--- src/rtl/lpm_inpad_sync.sv ---
// lpm_inpad_sync: per-channel pad synchroniser, consecutive-sample glitch filter and edge strobes.
// Optional sticky change flags (change_clr/change ports) when LPM_INPAD_SYNC_STICKY_EN is defined.

module lpm_inpad_sync_lane #(
    parameter int STAGES  = 2,
    parameter int FILT    = 4,
    parameter bit RST_VAL = 1'b0
) (
    input  logic clock,
    input  logic aclr_n,
    input  logic clken,
    input  logic pad,
`ifdef LPM_INPAD_SYNC_STICKY_EN
    input  logic change_clr,
    output logic change,
`endif
    output logic result,
    output logic rise,
    output logic fall
);

    localparam int            CW       = $clog2(FILT + 1);
    localparam logic [CW-1:0] CNT_LAST = CW'(FILT - 1);

    logic [STAGES-1:0] s;
    logic [CW-1:0]     cnt;
    logic              sync;
    logic              differ;
    logic              fire;

    assign sync   = s[STAGES-1];
    assign differ = sync ^ result;
    // Counter tops out at FILT-1 and is cleared on fire, so it never wraps.
    assign fire   = differ && (cnt == CNT_LAST);

    always_ff @(posedge clock or negedge aclr_n) begin
        if (!aclr_n)
            s <= {STAGES{RST_VAL}};
        else if (clken)
            s <= {s[STAGES-2:0], pad};
    end

    always_ff @(posedge clock or negedge aclr_n) begin
        if (!aclr_n) begin
            cnt    <= '0;
            result <= RST_VAL;
        end else if (clken) begin
            if (!differ || fire)
                cnt <= '0;
            else
                cnt <= cnt + 1'b1;
            if (fire)
                result <= sync;
        end
    end

    // Strobes drop on a disabled edge so they stay one enabled cycle wide.
    always_ff @(posedge clock or negedge aclr_n) begin
        if (!aclr_n) begin
            rise <= 1'b0;
            fall <= 1'b0;
        end else if (!clken) begin
            rise <= 1'b0;
            fall <= 1'b0;
        end else begin
            rise <= fire & sync;
            fall <= fire & ~sync;
        end
    end

`ifdef LPM_INPAD_SYNC_STICKY_EN
    // A new event beats a clear landing on the same edge.
    always_ff @(posedge clock or negedge aclr_n) begin
        if (!aclr_n)
            change <= 1'b0;
        else if (clken) begin
            if (fire)
                change <= 1'b1;
            else if (change_clr)
                change <= 1'b0;
        end
    end
`endif

endmodule

module lpm_inpad_sync #(
    parameter int             lpm_width         = 1,
    parameter int             lpm_sync_stages   = 2,
    parameter int             lpm_filter_cycles = 4,
    parameter [lpm_width-1:0] lpm_reset_value   = '0,
    parameter                 lpm_type          = "lpm_inpad_sync",
    parameter                 lpm_hint          = "UNUSED"
) (
    input  logic                 clock,
    input  logic                 aclr_n,
    input  logic                 clken,
    input  logic [lpm_width-1:0] pad,
`ifdef LPM_INPAD_SYNC_STICKY_EN
    input  logic [lpm_width-1:0] change_clr,
    output logic [lpm_width-1:0] change,
`endif
    output logic [lpm_width-1:0] result,
    output logic [lpm_width-1:0] rise,
    output logic [lpm_width-1:0] fall
);

    if (lpm_width < 1) begin : g_bad_width
        $fatal(1, "lpm_inpad_sync: lpm_width must be >= 1");
    end
    if (lpm_sync_stages < 2) begin : g_bad_stages
        $fatal(1, "lpm_inpad_sync: lpm_sync_stages must be >= 2");
    end
    if (lpm_filter_cycles < 1) begin : g_bad_filter
        $fatal(1, "lpm_inpad_sync: lpm_filter_cycles must be >= 1");
    end
    if (lpm_type != "lpm_inpad_sync" && lpm_hint != "") begin : g_bad_type
        $warning("lpm_inpad_sync: unexpected lpm_type");
    end

    for (genvar i = 0; i < lpm_width; i++) begin : g_lane
        lpm_inpad_sync_lane #(
            .STAGES  (lpm_sync_stages),
            .FILT    (lpm_filter_cycles),
            .RST_VAL (lpm_reset_value[i])
        ) u_lane (
            .clock      (clock),
            .aclr_n     (aclr_n),
            .clken      (clken),
            .pad        (pad[i]),
`ifdef LPM_INPAD_SYNC_STICKY_EN
            .change_clr (change_clr[i]),
            .change     (change[i]),
`endif
            .result     (result[i]),
            .rise       (rise[i]),
            .fall       (fall[i])
        );
    end

endmodule

--- config.mk ---
export PLATFORM = sky130hd
export DESIGN_NAME = lpm_inpad_sync
export DESIGN_NICKNAME = d
export VERILOG_FILES = /design/src/rtl/lpm_inpad_sync.sv
export SDC_FILE = /design/constraint.sdc
export NUM_CORES = 1
export LEC_CHECK = 0
export BUFFER_PORTS_ARGS = -buffer_cell sky130_fd_sc_hd__buf_2
export CAP_MARGIN = 25
export CORE_AREA = 2 2 39 41
export CTS_BUF_LIST = sky130_fd_sc_hd__clkbuf_4
export DETAILED_ROUTE_END_ITERATION = 12
export DIE_AREA = 0 0 41 43
export GPL_ROUTABILITY_DRIVEN = 0
export SLEW_MARGIN = 25
export SYNTH_ARGS = -nofsm -noshare
export SYNTH_HDL_FRONTEND = slang
export SYNTH_SLANG_ARGS = --single-unit
--- constraint.sdc ---
create_clock -name clock -period 1.75 [get_ports clock]
set_input_delay 0.175 -clock clock [delete_from_list [all_inputs] [get_ports clock]]
set_output_delay 0.175 -clock clock [all_outputs]
set_load 0.005 [all_outputs]
== Word level (Yosys, flattened, before mapping) ==
Cells that the tools add are included.

* Bits in registers: 8
* Input port bits: 4
* Output and inout bits: 3
* Word-level logic and storage cells: 18

* $add $sub $neg: 1
* Equality and inequality tests: 1
* Multiplexer cells: 3
* Bitwise logic cells: 4
* Reductions and logical operators: 4

{| class="wikitable"
|+ Operators with widths
! kind !! number
|-
| 3-bit by 1-bit adder with 3-bit output (second input constant) || 1
|-
| 3-bit by 2-bit == test with 1-bit output (second input constant) || 1
|-
| 3-bit 2-to-1 mux || 1
|-
| 1-bit AND || 2
|-
| 1-bit 2-to-1 mux || 2
|-
| 2-bit AND reduction || 1
|-
| 1-bit logical AND || 1
|-
| 1-bit zero test || 1
|-
| 1-bit logical OR || 1
|-
| 1-bit NOT || 1
|-
| 1-bit bitwise XOR || 1
|}

== Longest topological paths before layout ==
* Word-level depth: 4
* Depth in mapped cells: 4
* Depth with buffers taken out: 4

== Worst setup path after synthesis ==
OpenSTA, ideal clock, no wires.

* Path type: register to register
* Start: reg g_lane[0].u_lane.cnt[0]
* End: reg g_lane[0].u_lane.cnt[2]
* Library setup time: 0.082 ns
* Arrival time: 1.239 ns
* Required time: 1.668 ns
* Setup slack: 0.428 ns
* Cell stages (with the launch flop): 5
* Buffers on the path: 0
* Clock period less this slack: 1.322 ns
* Path through: dfrtp_1 -> ha_1 -> ha_1 -> or3b_1 -> o22ai_1

* Cells in the longest elaborated chain, start to end: 4
* Elaborated cells on any way between the ends: 5
* Those cells by class: add/sub (1); eq/ne (1); mux (1); reduce/logical (2)

{| class="wikitable"
|+ Ends and longest elaborated chain
! what !! RTL line !! RTL
|-
| start: declaration || 26 || <nowiki>logic [CW-1:0] cnt;</nowiki>
|-
| start signal: assignment || 51 || <nowiki>cnt <= cnt + 1'b1;</nowiki>
|-
| branches (longest 3 deep; another with 3-bit by 1-bit adder with 3-bit output) || n/a ||
|-
| 3-bit 2-to-1 mux * || 48 || <nowiki>if (!differ || fire)</nowiki>
|}

Every way passes the cells marked *.
A chain may end at the register's enable or synchronous reset.

== Worst setup path after layout ==
* Start: reg g_lane[0].u_lane.cnt[0]
* End: reg g_lane[0].u_lane.result

* Cells in the longest elaborated chain, start to end: 3

{| class="wikitable"
|+ Ends and longest elaborated chain
! what !! RTL line !! RTL
|-
| 3-bit by 2-bit == test with 1-bit output || 34 || <nowiki>assign fire = differ && (cnt == CNT_LAST);</nowiki>
|-
| 1-bit logical AND || 34 ||
|-
| 2-bit AND reduction (no line) || n/a ||
|-
| end signal: assignment || 53 || <nowiki>result <= sync;</nowiki>
|-
| end: declaration || 17 || <nowiki>output logic result,</nowiki>
|}

Every way passes these cells.

==> impl_metrics.csv <==
group,metric,value,unit
sta,setup_tns,0,ns
route,drtPass1Iterations,2,
global_routing,grt_usage,9.50,%
global_routing,grt_max_degree,10,
worst_hold_path,min_to,"g_lane[0].u_lane.s[0]$_DFFE_PN0P_",
floorplanning,start_util,25.4,%
status,status,"finished clean",
synthesis,netlist.area_leader.share,56.9,%
setup_path,critPathMaxFanout,4,
finish,final_nets,44,
route,antenna_left,0,
synthesis,yosys-top-cells-area,"dfrtp_1 57%, mux2_2 9.6%, ha_1 7.1%",
sta,holdWs,0.156,ns
sta,period_needed,1.38,ns
global_routing,busiest_layer,"met1",
cts,cts_resized,0,
setup_path,r2r_cells,4,
floorplanning,core-area,1380,sq um
power,finalPower,541,uW
sta,fmax,0.722,GHz
power,combPwrFrac,25.0,%
synthesis,yosysTopAreaCell,"dfrtp_1",
flow_run,maxCapViolCount,0,
worst_hold_path,hold_start,"pad",
setup_path,cp_top_family,"adder cells",
floorplanning,die_y,43,um
cts,insertion_delay,0.26,ns
global_routing,gr-usage-met3,7.85,%
setup_path,slowest_stage,"dfrtp_1",
setup_path,worstSetupEndpointType,"register",
cts,clk_pin_slew,0.06,ns
cts,cts_tree,"done",
global_routing,use_met1,11.8,%
setup_path,critPathBufInv,0,
sta,hold_violations,0,
cts,cts.sinks,8,
setup_path,crit_required,1.89,ns
finish,final_util,30.6,%
synthesis,ys_types,11,
setup_path,critPathKind,"reg -> reg",
sta,rsz0062_at_grt,"false",
sta,fin_crit_sh,79.1,%
setup_path,max_stage_delay,0.39,ns
power,power_density,1280,nW/um^2
setup_path,reg2reg_slack,0.37,ns
synthesis,syn_nets,33,
route,wirelength,571,um
placement,io_buffers,6,
sta,fin_skew,0.00564,ns
global_routing,use_met2,10.6,%
global_routing,overflow,0,
finish,area.growth.synth_to_final,20.3,%
finish,antennaDiodeCount,0,
finish,multi_input_area,129,sq um
worst_hold_path,min_path_type,"in -> reg",
power,p_leak,0.000199,uW
power,vdd_drop_max,0.750,mV
sta,worstMarginPinSlew,0.277,ns
cts,post-cts-setup-buffers,0,
sta,setup_viol,0,
route,dr.first_iter.drc_count,2,
floorplanning,die_area,1760,sq um
floorplanning,rows,14,
cts,cts_root_buffer,"clkbuf_4",
setup_path,worstReg2RegStart,"g_lane[0].u_lane.cnt[0]$_DFFE_PN0P_",
sta,slew_viol_final,0,
finish,fillers,138,
setup_path,arrival,1.53,ns
route,vias,237,
power,p_clk_share,26.4,%
route,viasPerCell,4.56,
power,switching_power,160,uW
power,p_sw_share,29.7,%
route,wl_per_cell,11.0,um
finish,drive_gt1_share,33.3,%
global_routing,grt_pass1_wl,1000,um
cts,cts_buffer_depth,2,
power,cellInternalPower,381,uW
finish,seq_area,200,sq um
synthesis,netlist_instances,27,
power,seqPwrFrac,48.7,%
floorplanning,die_x,41,um
sta,maxSlewHeadroom,81.4,%
placement,placed_cell_area,390,sq um
finish,final_cell_area,423,sq um
global_routing,antenna_found_initial,0,
synthesis,synth_area,352,sq um
setup_path,crit_chain,"ha_1 > ha_1 > nand2_1 > mux2_2",
setup_path,cp-start-kind,"register",
synthesis,ys_ff_latch,8,
synthesis,yosysWarnings,0,
route,drc,0,
worst_hold_path,min_delay_path_depth,2,
global_routing,grt_pass1_vias,242,
floorplanning,ios,7,
cts,htreeDepth,1,
setup_path,path_common_cell,"ha_1",
setup_path,r2r-end,"g_lane[0].u_lane.result$_DFFE_PN0P_",
synthesis,yosysSeqAreaShare,56.9,%
synthesis,syn_avg_cell_area,13.0,sq um
cts,cts_made_buffers,3,
placement,dp_hpwl,423,um
## per-stage QoR
stage               cells  worst slack, ns
floorplan              27            0.428
global placement       48            0.395
detailed placement     48            0.366
CTS                    52            0.358
global route           52            0.276
finish                 52            0.365
## cells by family after synthesis
family / share of synthesized area (%)
AOI/OAI and AO/OA: 6.05
xor gates and xnor gates: 2.49
adders and majority gates: 7.12
buffers and inverters: 6.41
DFF: 56.9
muxes: 9.61
and+or+nand+nor: 11.4
## state kept, by name (all words and copies together) (netlist names)
register              cells
g_lane.u_lane.cnt         3
g_lane.u_lane.s           2
g_lane.u_lane.fall        1
g_lane.u_lane.result      1
g_lane.u_lane.rise        1
## worst register-to-register path: stages, from the launching register on
cell and delay (ns):
dfrtp_1 0.39, ha_1 0.20, ha_1 0.21, nand2_1 0.13
mux2_2 0.34
## worst max path at each step
| stage | endpoint | slack, ns | cells past startpoint | startpoint |
|---|---|---|---|---|
| final | g_lane[0].u_lane.result$_DFFE_PN0P_ | 0.37 | 4 | g_lane[0].u_lane.cnt[0]$_DFFE_PN0P_ |
| after floorplan | g_lane[0].u_lane.cnt[2]$_DFFE_PN0P_ | 0.43 | 4 | g_lane[0].u_lane.cnt[0]$_DFFE_PN0P_ |
| after global routing | g_lane[0].u_lane.result$_DFFE_PN0P_ | 0.28 | 4 | g_lane[0].u_lane.cnt[0]$_DFFE_PN0P_ |
| after CTS | g_lane[0].u_lane.result$_DFFE_PN0P_ | 0.36 | 4 | g_lane[0].u_lane.cnt[0]$_DFFE_PN0P_ |
| after detailed placement | g_lane[0].u_lane.result$_DFFE_PN0P_ | 0.37 | 4 | g_lane[0].u_lane.cnt[0]$_DFFE_PN0P_ |
| after global placement | g_lane[0].u_lane.result$_DFFE_PN0P_ | 0.39 | 4 | g_lane[0].u_lane.cnt[0]$_DFFE_PN0P_ |
## cells in the final DEF, fill, tap and decap left out
cell type and count:
mux2_2 3, dlygate4sd3_1 1, ha_1 2, clkbuf_4 3, inv_1 3, or3b_1 2, xnor2_1 1, dfrtp_1 8
nor3b_1 2, buf_2 6, o22ai_1 2, nand2_1 2, o32ai_1 1
## routing by layer
metal / wire length [um] / vias up / share of wire [%]
met5: 0 / - / 0
met4: 8 / 0 / 1.4
met3: 51 / 2 / 8.9
met2: 230 / 11 / 40
met1: 280 / 113 / 49
li1: - / 111 / -
## cell usage after synthesis (all sizes together)
| library cell | instances |
|---|---|
| dfrtp | 8 |
| or3b | 2 |
| xnor2 | 1 |
| o22ai | 2 |
| mux2 | 3 |
| ha | 2 |
| nor3b | 2 |
| buf | 1 |
| nand2 | 2 |
| o32ai | 1 |
| inv | 3 |
## power groups by stage
stage | combinational [uW] | sequential, uW | clock (uW)
floorplan | 101 | 260 | 0
global placement | 134 | 263 | 0
detailed placement | 137 | 267 | 0
CTS | 139 | 264 | 151
global route | 157 | 271 | 165
finish | 135 | 263 | 143
## timing repair
action / 4_1_cts / 5_1_grt
hold buffers: 1 / 0
setup endpoints to repair: 0 / 0
endpoints found under the hold margin: 8 / 0
## final cells by class
class | instances | share of cell area, %
Sequential cell | 8 | 47.3
Multi-Input combinational cell | 15 | 30.5
Timing Repair Buffer | 7 | 9.47
Clock buffer | 3 | 5.33
Tap cell | 16 | 4.73
Inverter | 3 | 2.66
(Power assumes the default switching activity.)
